File: config.mk
export PLATFORM = sky130hd
export DESIGN_NAME = uart_tx_framer_flat
export DESIGN_NICKNAME = d
export VERILOG_FILES = /design/src/rtl/uart_tx_framer_pkg.sv /design/src/rtl/uart_tx_framer_if.sv /design/src/rtl/uart_tx_framer_piso.sv /design/src/rtl/uart_tx_framer.sv /design/src/flat_wrapper.sv
export SDC_FILE = /design/constraint.sdc
export NUM_CORES = 1
export LEC_CHECK = 0
export BUFFER_PORTS_ARGS = -buffer_cell sky130_fd_sc_hd__buf_4
export CORE_MARGIN = 2
export CORE_UTILIZATION = 40
export DETAILED_ROUTE_END_ITERATION = 8
export GPL_TIMING_DRIVEN = 0
export PLACE_DENSITY = 0.67
export SLEW_MARGIN = 0
export SYNTH_ARGS = -nofsm -noshare
export SYNTH_HDL_FRONTEND = slang
export SYNTH_SLANG_ARGS = --single-unit
File: constraint.sdc
create_clock -name i_clk -period 2.85 [get_ports i_clk]
set_input_delay 0.57 -clock i_clk [delete_from_list [all_inputs] [get_ports i_clk]]
set_output_delay 0.57 -clock i_clk [all_outputs]
set_load 0.005 [all_outputs]
File: src/rtl/uart_tx_framer_pkg.sv
// Shared types, constants and elaboration-time helpers for the UART transmit framer.
package uart_pkg;

    localparam int PAR_NONE    = 0;
    localparam int PAR_EVEN    = 1;
    localparam int PAR_ODD     = 2;
    localparam int FRAME_W_MAX = 13;

    typedef enum logic [1:0] {
        IDLE    = 2'd0,
        SHIFT   = 2'd1,
        BREAK   = 2'd2,
        RECOVER = 2'd3
    } tx_state_t;

    function automatic int frame_len(input int data_w, input int parity, input int stop_bits);
        return 1 + data_w + ((parity != PAR_NONE) ? 1 : 0) + stop_bits;
    endfunction

    function automatic bit params_legal(input int data_w, input int parity,
                                        input int stop_bits, input int ovs);
        bit ok;
        ok = (data_w >= 5) && (data_w <= 9);
        ok = ok && (parity >= PAR_NONE) && (parity <= PAR_ODD);
        ok = ok && ((stop_bits == 1) || (stop_bits == 2));
        ok = ok && (ovs >= 2) && (ovs <= 64);
        ok = ok && (frame_len(data_w, parity, stop_bits) <= FRAME_W_MAX);
        return ok;
    endfunction

    // Data is presented zero-extended to the widest legal word; only data_w bits count.
    function automatic logic parity_bit(input logic [8:0] data, input int data_w, input int parity);
        logic p;
        p = 1'b0;
        for (int i = 0; i < 9; i++) begin
            if (i < data_w) begin
                p = p ^ data[i];
            end else begin
                p = p;
            end
        end
        return (parity == PAR_ODD) ? ~p : p;
    endfunction

endpackage

File: src/rtl/uart_tx_framer_if.sv
// Byte handshake between the TX FIFO (master) and the framer (slave).
interface uart_tx_framer_if #(
    parameter int DATA_W = 8
) ();

    logic [DATA_W-1:0] tx_data;
    logic              tx_valid;
    logic              tx_ready;

    modport master (
        output tx_data,
        output tx_valid,
        input  tx_ready
    );

    modport slave (
        input  tx_data,
        input  tx_valid,
        output tx_ready
    );

endinterface

File: src/rtl/uart_tx_framer_piso.sv
// Parallel-in serial-out register; load beats shift, LSB is the serial output.
module uart_piso #(
    parameter int W = 11
) (
    input  logic         i_clk,
    input  logic         i_rst_n,
    input  logic         i_ld,
    input  logic         i_sh,
    input  logic         i_fill,
    input  logic [W-1:0] i_din,
    output logic         o_sout
);

    logic [W-1:0] r_sr;

    // Shift register: resets to mark level so the line idles high.
    always_ff @(posedge i_clk or negedge i_rst_n) begin
        if (!i_rst_n) begin
            r_sr <= '1;
        end else if (i_ld) begin
            r_sr <= i_din;
        end else if (i_sh) begin
            r_sr <= {i_fill, r_sr[W-1:1]};
        end else begin
            r_sr <= r_sr;
        end
    end

    assign o_sout = r_sr[0];

endmodule

File: src/rtl/uart_tx_framer.sv
// UART transmit framer: start/data/parity/stop framing, oversampled bit timing,
// valid/ready byte intake and break generation.
module uart_tx_framer
    import uart_pkg::*;
#(
    parameter int DATA_W    = 8,
    parameter int PARITY    = 0,
    parameter int STOP_BITS = 1,
    parameter int OVS       = 16
) (
    input  logic                   i_clk,
    input  logic                   i_rst_n,
    input  logic                   i_baud_tick,
    input  logic                   i_brk,
    uart_tx_framer_if.slave        s_if,
    output logic                   o_tx,
    output logic                   o_busy,
    output logic                   o_done
);

    localparam int FRAME_W = frame_len(DATA_W, PARITY, STOP_BITS);
    localparam int TICK_W  = $clog2(OVS);
    localparam int BIT_W   = $clog2(FRAME_W + 1);

    localparam logic [TICK_W-1:0] TICK_LAST  = TICK_W'(OVS - 1);
    localparam logic [TICK_W-1:0] TICK_ONE   = TICK_W'(1);
    localparam logic [BIT_W-1:0]  FRAME_LAST = BIT_W'(FRAME_W - 1);
    localparam logic [BIT_W-1:0]  STOP_LAST  = BIT_W'(STOP_BITS - 1);
    localparam logic [BIT_W-1:0]  BIT_ONE    = BIT_W'(1);

    generate
        if (!params_legal(DATA_W, PARITY, STOP_BITS, OVS)) begin : g_bad_params
            $error("uart_tx_framer: illegal DATA_W/PARITY/STOP_BITS/OVS combination");
        end
    endgenerate

    tx_state_t           r_state;
    tx_state_t           w_state_nxt;
    logic [TICK_W-1:0]   r_tick;
    logic [BIT_W-1:0]    r_bit;
    logic                r_busy;
    logic                r_done;

    logic                w_ready;
    logic                w_ld;
    logic                w_sh;
    logic                w_tick_clr;
    logic                w_tick_inc;
    logic                w_bit_clr;
    logic                w_bit_inc;
    logic                w_done_nxt;
    logic                w_sout;
    logic [FRAME_W-1:0]  w_frame;
    logic [FRAME_W-1:0]  w_ld_data;

    assign w_ready       = (r_state == IDLE) & ~i_brk;
    assign s_if.tx_ready = w_ready;

    // Frame image built straight from the bus so the byte is captured at accept.
    always_comb begin
        w_frame          = '1;
        w_frame[0]       = 1'b0;
        w_frame[DATA_W:1] = s_if.tx_data;
        if (PARITY != PAR_NONE) begin
            w_frame[DATA_W+1] = parity_bit(9'(s_if.tx_data), DATA_W, PARITY);
        end else begin
            w_frame[DATA_W+1] = 1'b1;
        end
    end

    // Next-state and datapath controls; the line level always comes from the PISO LSB.
    always_comb begin
        w_state_nxt = r_state;
        w_ld        = 1'b0;
        w_ld_data   = '1;
        w_sh        = 1'b0;
        w_tick_clr  = 1'b0;
        w_tick_inc  = 1'b0;
        w_bit_clr   = 1'b0;
        w_bit_inc   = 1'b0;
        w_done_nxt  = 1'b0;
        case (r_state)
            IDLE: begin
                if (i_brk) begin
                    w_state_nxt = BREAK;
                    w_ld        = 1'b1;
                    w_ld_data   = '0;
                    w_tick_clr  = 1'b1;
                    w_bit_clr   = 1'b1;
                end else if (s_if.tx_valid) begin
                    w_state_nxt = SHIFT;
                    w_ld        = 1'b1;
                    w_ld_data   = w_frame;
                    w_tick_clr  = 1'b1;
                    w_bit_clr   = 1'b1;
                end else begin
                    w_state_nxt = IDLE;
                end
            end
            SHIFT: begin
                if (i_baud_tick) begin
                    if (r_tick == TICK_LAST) begin
                        w_sh       = 1'b1;
                        w_tick_clr = 1'b1;
                        if (r_bit == FRAME_LAST) begin
                            w_state_nxt = IDLE;
                            w_bit_clr   = 1'b1;
                            w_done_nxt  = 1'b1;
                        end else begin
                            w_bit_inc = 1'b1;
                        end
                    end else begin
                        w_tick_inc = 1'b1;
                    end
                end else begin
                    w_state_nxt = SHIFT;
                end
            end
            BREAK: begin
                if (!i_brk) begin
                    w_state_nxt = RECOVER;
                    w_ld        = 1'b1;
                    w_ld_data   = '1;
                    w_tick_clr  = 1'b1;
                    w_bit_clr   = 1'b1;
                end else begin
                    w_state_nxt = BREAK;
                end
            end
            RECOVER: begin
                if (i_baud_tick) begin
                    if (r_tick == TICK_LAST) begin
                        w_tick_clr = 1'b1;
                        if (r_bit == STOP_LAST) begin
                            w_state_nxt = IDLE;
                            w_bit_clr   = 1'b1;
                        end else begin
                            w_bit_inc = 1'b1;
                        end
                    end else begin
                        w_tick_inc = 1'b1;
                    end
                end else begin
                    w_state_nxt = RECOVER;
                end
            end
            default: begin
                w_state_nxt = IDLE;
                w_ld        = 1'b1;
                w_ld_data   = '1;
                w_tick_clr  = 1'b1;
                w_bit_clr   = 1'b1;
            end
        endcase
    end

    // State, status flags and the done strobe.
    always_ff @(posedge i_clk or negedge i_rst_n) begin
        if (!i_rst_n) begin
            r_state <= IDLE;
            r_busy  <= 1'b0;
            r_done  <= 1'b0;
        end else begin
            r_state <= w_state_nxt;
            r_busy  <= (w_state_nxt != IDLE);
            r_done  <= w_done_nxt;
        end
    end

    // Oversample tick and bit counters; cleared on every load and state exit.
    always_ff @(posedge i_clk or negedge i_rst_n) begin
        if (!i_rst_n) begin
            r_tick <= '0;
            r_bit  <= '0;
        end else begin
            if (w_tick_clr) begin
                r_tick <= '0;
            end else if (w_tick_inc) begin
                r_tick <= r_tick + TICK_ONE;
            end else begin
                r_tick <= r_tick;
            end
            if (w_bit_clr) begin
                r_bit <= '0;
            end else if (w_bit_inc) begin
                r_bit <= r_bit + BIT_ONE;
            end else begin
                r_bit <= r_bit;
            end
        end
    end

    uart_piso #(
        .W (FRAME_W)
    ) u_piso (
        .i_clk   (i_clk),
        .i_rst_n (i_rst_n),
        .i_ld    (w_ld),
        .i_sh    (w_sh),
        .i_fill  (1'b1),
        .i_din   (w_ld_data),
        .o_sout  (w_sout)
    );

    assign o_tx   = w_sout;
    assign o_busy = r_busy;
    assign o_done = r_done;

endmodule
File: src/flat_wrapper.sv
// flat-port wrapper written by rule: the top's interface ports become plain ports
module uart_tx_framer_flat import uart_pkg::*;
#(
    parameter int DATA_W    = 8,
    parameter int PARITY    = 0,
    parameter int STOP_BITS = 1,
    parameter int OVS       = 16
)
  (i_clk, i_rst_n, i_baud_tick, i_brk, o_tx, o_busy, o_done, s_if_tx_data, s_if_tx_valid, s_if_tx_ready);
  uart_tx_framer_if #(.DATA_W(DATA_W)) s_if_i ();
  input  logic i_clk;
  input  logic i_rst_n;
  input  logic i_baud_tick;
  input  logic i_brk;
  output logic o_tx;
  output logic o_busy;
  output logic o_done;
  input wire logic [$bits(s_if_i.tx_data)-1:0] s_if_tx_data;
  input wire logic [$bits(s_if_i.tx_valid)-1:0] s_if_tx_valid;
  output wire logic [$bits(s_if_i.tx_ready)-1:0] s_if_tx_ready;
  assign s_if_i.tx_data = s_if_tx_data;
  assign s_if_i.tx_valid = s_if_tx_valid;
  assign s_if_tx_ready = s_if_i.tx_ready;
  uart_tx_framer #(.DATA_W(DATA_W), .PARITY(PARITY), .STOP_BITS(STOP_BITS), .OVS(OVS)) u_core (.i_clk(i_clk), .i_rst_n(i_rst_n), .i_baud_tick(i_baud_tick), .i_brk(i_brk), .s_if(s_if_i), .o_tx(o_tx), .o_busy(o_busy), .o_done(o_done));
endmodule
# Word-level counts from Yosys, hierarchy flattened
# Index checks and enable logic that the tools add are counted.
# word_totals
register_bits	22
in_bits	13
# classes
n_addsub	2
eq_ne	5
mux	45
bitwise	2
reduce_logical	7
# op_table
cell	n
$mux 10	4
$mux 1	24
$mux 4	4
$mux 2	7
$mux 9	1
$add 4x1->4 const B	2
$eq 4x4->1 const B	2
$pmux 2 s4	1
$reduce_bool 2->1	4
$eq 2x2->1 const B	2
$logic_not 4->1	1
$pmux 1 s2	2
$pmux 1 s4	1
$pmux 1 s3	1
$eq 2x1->1 const B	1
$logic_not 2->1	1
$reduce_or 2->1	1
$and 1x1->1	1
$not 1->1	1

# Logic depth before layout (Yosys ltp)
# logic_depth
ltp_word	7
depth_mapped	6
ltp_nobuf	6

# By module
# Synthesis repeated with hierarchy kept, for this count alone.
# unflattened
cells_unflattened	140
area_unflattened_um2	1268.7
# modules_own_cells
mod	instances	cells_per_inst	area_each_um2	seq_area_each_um2
uart_tx_framer	1	97	793.3	300.3
uart_piso	1	43	475.5	262.8

# Least setup slack after synthesis
# No wires, ideal clock.
# synth_timing
kind	input to register
start	input i_brk
end	register u_core.u_piso.r_sr[1]
setup_time_ns	0.082
t_arrival_ns	1.551
t_required_ns	2.768
path_slack_ns	1.217
path_stages	5
path_buffers	1
cell_sequence	buf_6 > nor2_8 > a21oi_4 > a21oi_4 > mux2_2
# synth_via
elab_chain_len	3
elab_cells_between_ends	7
# synth_lines
item	line_no	source
from (decl)	flat_wrapper.sv:14	input logic i_brk;
$mux 1 (tied with other cells)	uart_tx_framer.sv:120	if (!i_brk) begin
$pmux 1 s2 or $mux 10 (tied branches)	-	
$mux 10 or $reduce_bool 2->1 (tied branches)	-	
to (signal assigned)	uart_tx_framer_piso.sv:21	r_sr <= i_din;
to (signal assigned)	uart_tx_framer_piso.sv:23	r_sr <= {i_fill, r_sr[W-1:1]};
to (signal assigned)	uart_tx_framer_piso.sv:25	r_sr <= r_sr;
to (decl)	uart_tx_framer_piso.sv:14	logic [W-1:0] r_sr;
# Several ways; a longest one is shown, not always the timed one.
# A chain may end at the register's enable or synchronous reset.

# Final worst setup path
# layout_timing
start	register u_core.r_state[1]
end	output s_if_tx_ready
# layout_via
elab_chain_len	2
# layout_lines
item	line_no	source
from (decl)	uart_tx_framer.sv:37	tx_state_t r_state;
from (signal assigned)	uart_tx_framer.sv:164	r_state <= w_state_nxt;
$logic_not 2->1	uart_tx_framer.sv:56	assign w_ready = (r_state == IDLE) & ~i_brk;
$and 1x1->1	uart_tx_framer.sv:56	
to (decl)	flat_wrapper.sv:20	output wire logic [$bits(s_if_i.tx_ready)-1:0] s_if_tx_ready;
# Every way passes these cells.

==> flow_metrics.py <==
metrics = {
    "global_route": {
        "antenna_found_initial": 0,
        "grt_pass1_vias": 1066,
        "gr-total-overflow": 0,
        "grt_pass1_wl_um": 4690,
        "grt_usage_pct": 16.8,
        "grt_max_degree": 23,
    },
    "synth": {
        "syn_nets": 146,
        "yosysSeqAreaShare_pct": 43.0,
        "syn_avg_cell_area_um2": 10.1,
        "yosys.area_share.simple_pct": 16.3,
        "ys_ff_latch": 22,
        "synth_cells": 129,
        "synthAdderAreaFrac_pct": 3.82,
        "synth_top_family_by_area": "compound AO/OA/AOI/OAI gates",
        "synth.mux.area_fraction_pct": 7.46,
        "ys_warn_count": 0,
        "synth_xor_area_share_pct": 0.669,
        "synth_cell_types": 37,
        "syn_area_um2": 1310,
        "synth_compound_area_share_pct": 24.2,
    },
    "place": {
        "gp_congestion": 0.825,
        "dpl.hpwl_um": 2050,
        "port_buffers": 15,
        "numPlacedInstances": 188,
        "place_area_um2": 1480,
    },
    "cells_and_area": {
        "finalNonFillerCells": 191,
        "design_area_um2": 1500,
        "layout-drive-gt1-share_pct": 30.6,
        "antenna_cells": 0,
        "areaGrowthSynthToFinish_pct": 14.5,
        "nets": 166,
        "fillers": 315,
    },
    "run": {
        "max_cap_violations": 0,
    },
    "sta": {
        "final-setup-viol-count": 0,
        "worst_pin_slew_ps": 589,
        "finalCritPeriodShare_pct": 68.1,
        "slew_headroom_pct": 60.6,
        "setup_tns_ps": 0,
        "hold_viol": 0,
        "clock.fmax_ghz": 0.515,
        "drv_slew": 0,
        "rsz0062_at_grt": "false",
        "fin_crit_ps": 1940,
        "holdWs_ps": 126,
        "finClkSkew_ps": 8.55,
    },
    "clock_network": {
        "cts_tree": "yes",
        "cts_max_path_buffers": 2,
        "clock-root-buffer": "clkbuf_4",
        "clk_latency_ps": 310,
        "cts.sinks": 22,
        "numCtsBuffers": 3,
        "cts_hold_buf": 0,
        "cts_htree_levels": 1,
        "post_cts_resized": 0,
        "cts_setup_buffers": 0,
        "clk_pin_slew_ps": 120,
    },
    "worst_setup_path": {
        "worstPathMaxFanout": 10,
        "arrival_ps": 1370,
        "cp-end-kind": "primary output",
        "regToRegEndpoint": "u_core.u_piso.r_sr[8]",
        "r2r_setup_slack_ps": 1030,
        "required_ps": 2280,
        "critical_path.reg2reg.startpoint": "u_core.r_tick[0]",
        "r2r_cells": 5,
        "startpoint_type": "flop",
        "path_class": "flop to primary output",
    },
    "floorplan": {
        "core-area_um2": 3080,
        "design.portCount": 17,
        "start_util_pct": 42.5,
        "fp.dieW_um": 61.2,
        "placementRows": 20,
        "dieArea_um2": 3750,
        "die_h_um": 61.2,
    },
    "pwr": {
        "p_total_w": 0.00107,
        "p_leak_nw": 0.618,
        "worst_ir_drop_vdd_v": 0.000301,
        "power.density_nw_per_um2": 712,
    },
    "worst_hold_path": {
        "hp-class": "input pin to async pin",
    },
    "drt": {
        "vias": 1108,
        "avgRoutedWirePerCell_um": 14.7,
        "firstDrtPassIters": 4,
        "ant_nets": 0,
        "drt_wl_total_um": 2820,
        "viasPerCell": 5.80,
        "drc_errors": 0,
        "drtIter0Drc": 56,
    },
    "status": {
        "status": "complete, no violations",
    },
}
==> worst max path at each step <==
stage                            from               endpoint  slack, ps  cells after the start
detailed placement        i_baud_tick  u_core.u_piso.r_sr[7]       1030                      5
floorplan                       i_brk  u_core.u_piso.r_sr[1]       1220                      5
global placement          i_baud_tick  u_core.u_piso.r_sr[1]       1040                      5
finish              u_core.r_state[1]          s_if_tx_ready        910                      3
global route        u_core.r_state[1]          s_if_tx_ready        830                      3
CTS                 u_core.r_state[1]          s_if_tx_ready        870                      3
==> layout make-up <==
class                      instances  area, um^2  area share (%)
sequential                        22         563            37.6
timing repair buffer              15         113            7.51
inverter                           6        22.5            1.50
multi-input combinational         96         687            45.8
clock buffer                       3        22.5            1.50
tap                               44        55.1            3.67
buffer                             5        36.3            2.42
==> state kept, by name, summed over array words and instances (netlist names) <==
signal	cells
u_core.r_tick	4
u_core.r_bit	4
u_core.o_busy	1
u_core.u_piso.r_sr	10
u_core.o_done	1
u_core.r_state	2
==> synth_stat cells <==
cell | instances | share of area (%)
o21ai_0 | 11 | 4.2
and3_1 | 2 | 0.96
nor4bb_1 | 1 | 0.76
nand4_1 | 3 | 1.4
o22ai_1 | 1 | 0.48
clkinv_1 | 1 | 0.29
a21oi_1 | 4 | 1.5
dfrtp_1 | 12 | 23
o211ai_1 | 1 | 0.57
ha_1 | 4 | 3.8
buf_6 | 2 | 1.7
mux2_2 | 6 | 5.2
a211oi_1 | 1 | 0.57
a32oi_1 | 8 | 5.4
nand2_1 | 3 | 0.86
xor2_1 | 1 | 0.67
a32o_1 | 1 | 0.76
a22o_1 | 3 | 2.0
o31a_1 | 1 | 0.67
nor2b_1 | 1 | 0.48
a31oi_1 | 1 | 0.48
a21o_1 | 2 | 1.1
clkbuf_1 | 1 | 0.29
nor2_1 | 21 | 6.0
nor2_4 | 1 | 0.86
a21oi_4 | 2 | 2.5
mux2_4 | 2 | 2.3
dfstp_2 | 10 | 20
a41oi_2 | 1 | 1.2
nor2_8 | 1 | 1.5
a311oi_1 | 2 | 1.3
a41o_1 | 1 | 0.76
nand3_1 | 4 | 1.5
inv_1 | 5 | 1.4
buf_2 | 2 | 0.76
o21a_1 | 1 | 0.57
nor3_1 | 5 | 1.9
==> where the power goes <==
| group | switching [W] | leakage (nW) | internal, W |
|---|---|---|---|
| Sequential | 0.0000848 | 0.253 | 0.000444 |
| Combinational | 0.000203 | 0.351 | 0.000194 |
| Clock | 0.0000914 | 0.0138 | 0.0000493 |
==> layer usage <==
layer | share of wire [%] | GRT usage [%]
met3 | 3.5 | 2.52
met4 | 1.2 | 5.59
met5 | 0 | 0
met1 | 45 | 21.4
met2 | 50 | 29.2
==> through the flow <==
stage / utilization (%) / setup slack (ps)
after global routing: 48.7 / 833
after detailed placement: 48.0 / 1030
after global placement: 48.0 / 1040
final: 48.7 / 910
after floorplan: - / 1220
after CTS: 48.7 / 868
==> critical path, cell delays in order (launching register included) <==
cell	delay, ps
dfrtp_1	460
clkbuf_1	230
nor3_1	240
buf_4	140
==> cells by family after synthesis <==
logic type	count (synthesis)
buffers and inverters	11
multiplexers	8
AO/OA/AOI/OAI	41
AND/OR/NAND/NOR	42
adder cells (fa/ha/maj)	4
flip-flops	22
XOR/XNOR	1
==> layout by cell type, fill, tap and decap left out, types with 2 or more instances in the layout <==
master / netlist / layout
ha_1: 4 / 4
and3_1: 2 / 2
dfrtp_1: 12 / 12
nand2_1: 3 / 3
a311oi_1: 2 / 2
buf_2: 2 / 2
dfstp_2: 10 / 10
nor2_1: 21 / 21
nand3_1: 4 / 4
buf_6: 2 / 2
a22o_1: 3 / 3
a21o_1: 2 / 2
nor3_1: 5 / 5
clkbuf_4: 0 / 3
a21oi_1: 4 / 4
mux2_2: 6 / 6
inv_1: 5 / 5
buf_4: 0 / 15
nand4_1: 3 / 3
o21ai_0: 11 / 11
mux2_4: 2 / 2
a32oi_1: 8 / 8
a21oi_4: 2 / 2
No activity file was read; power rests on OpenSTA's default activity.
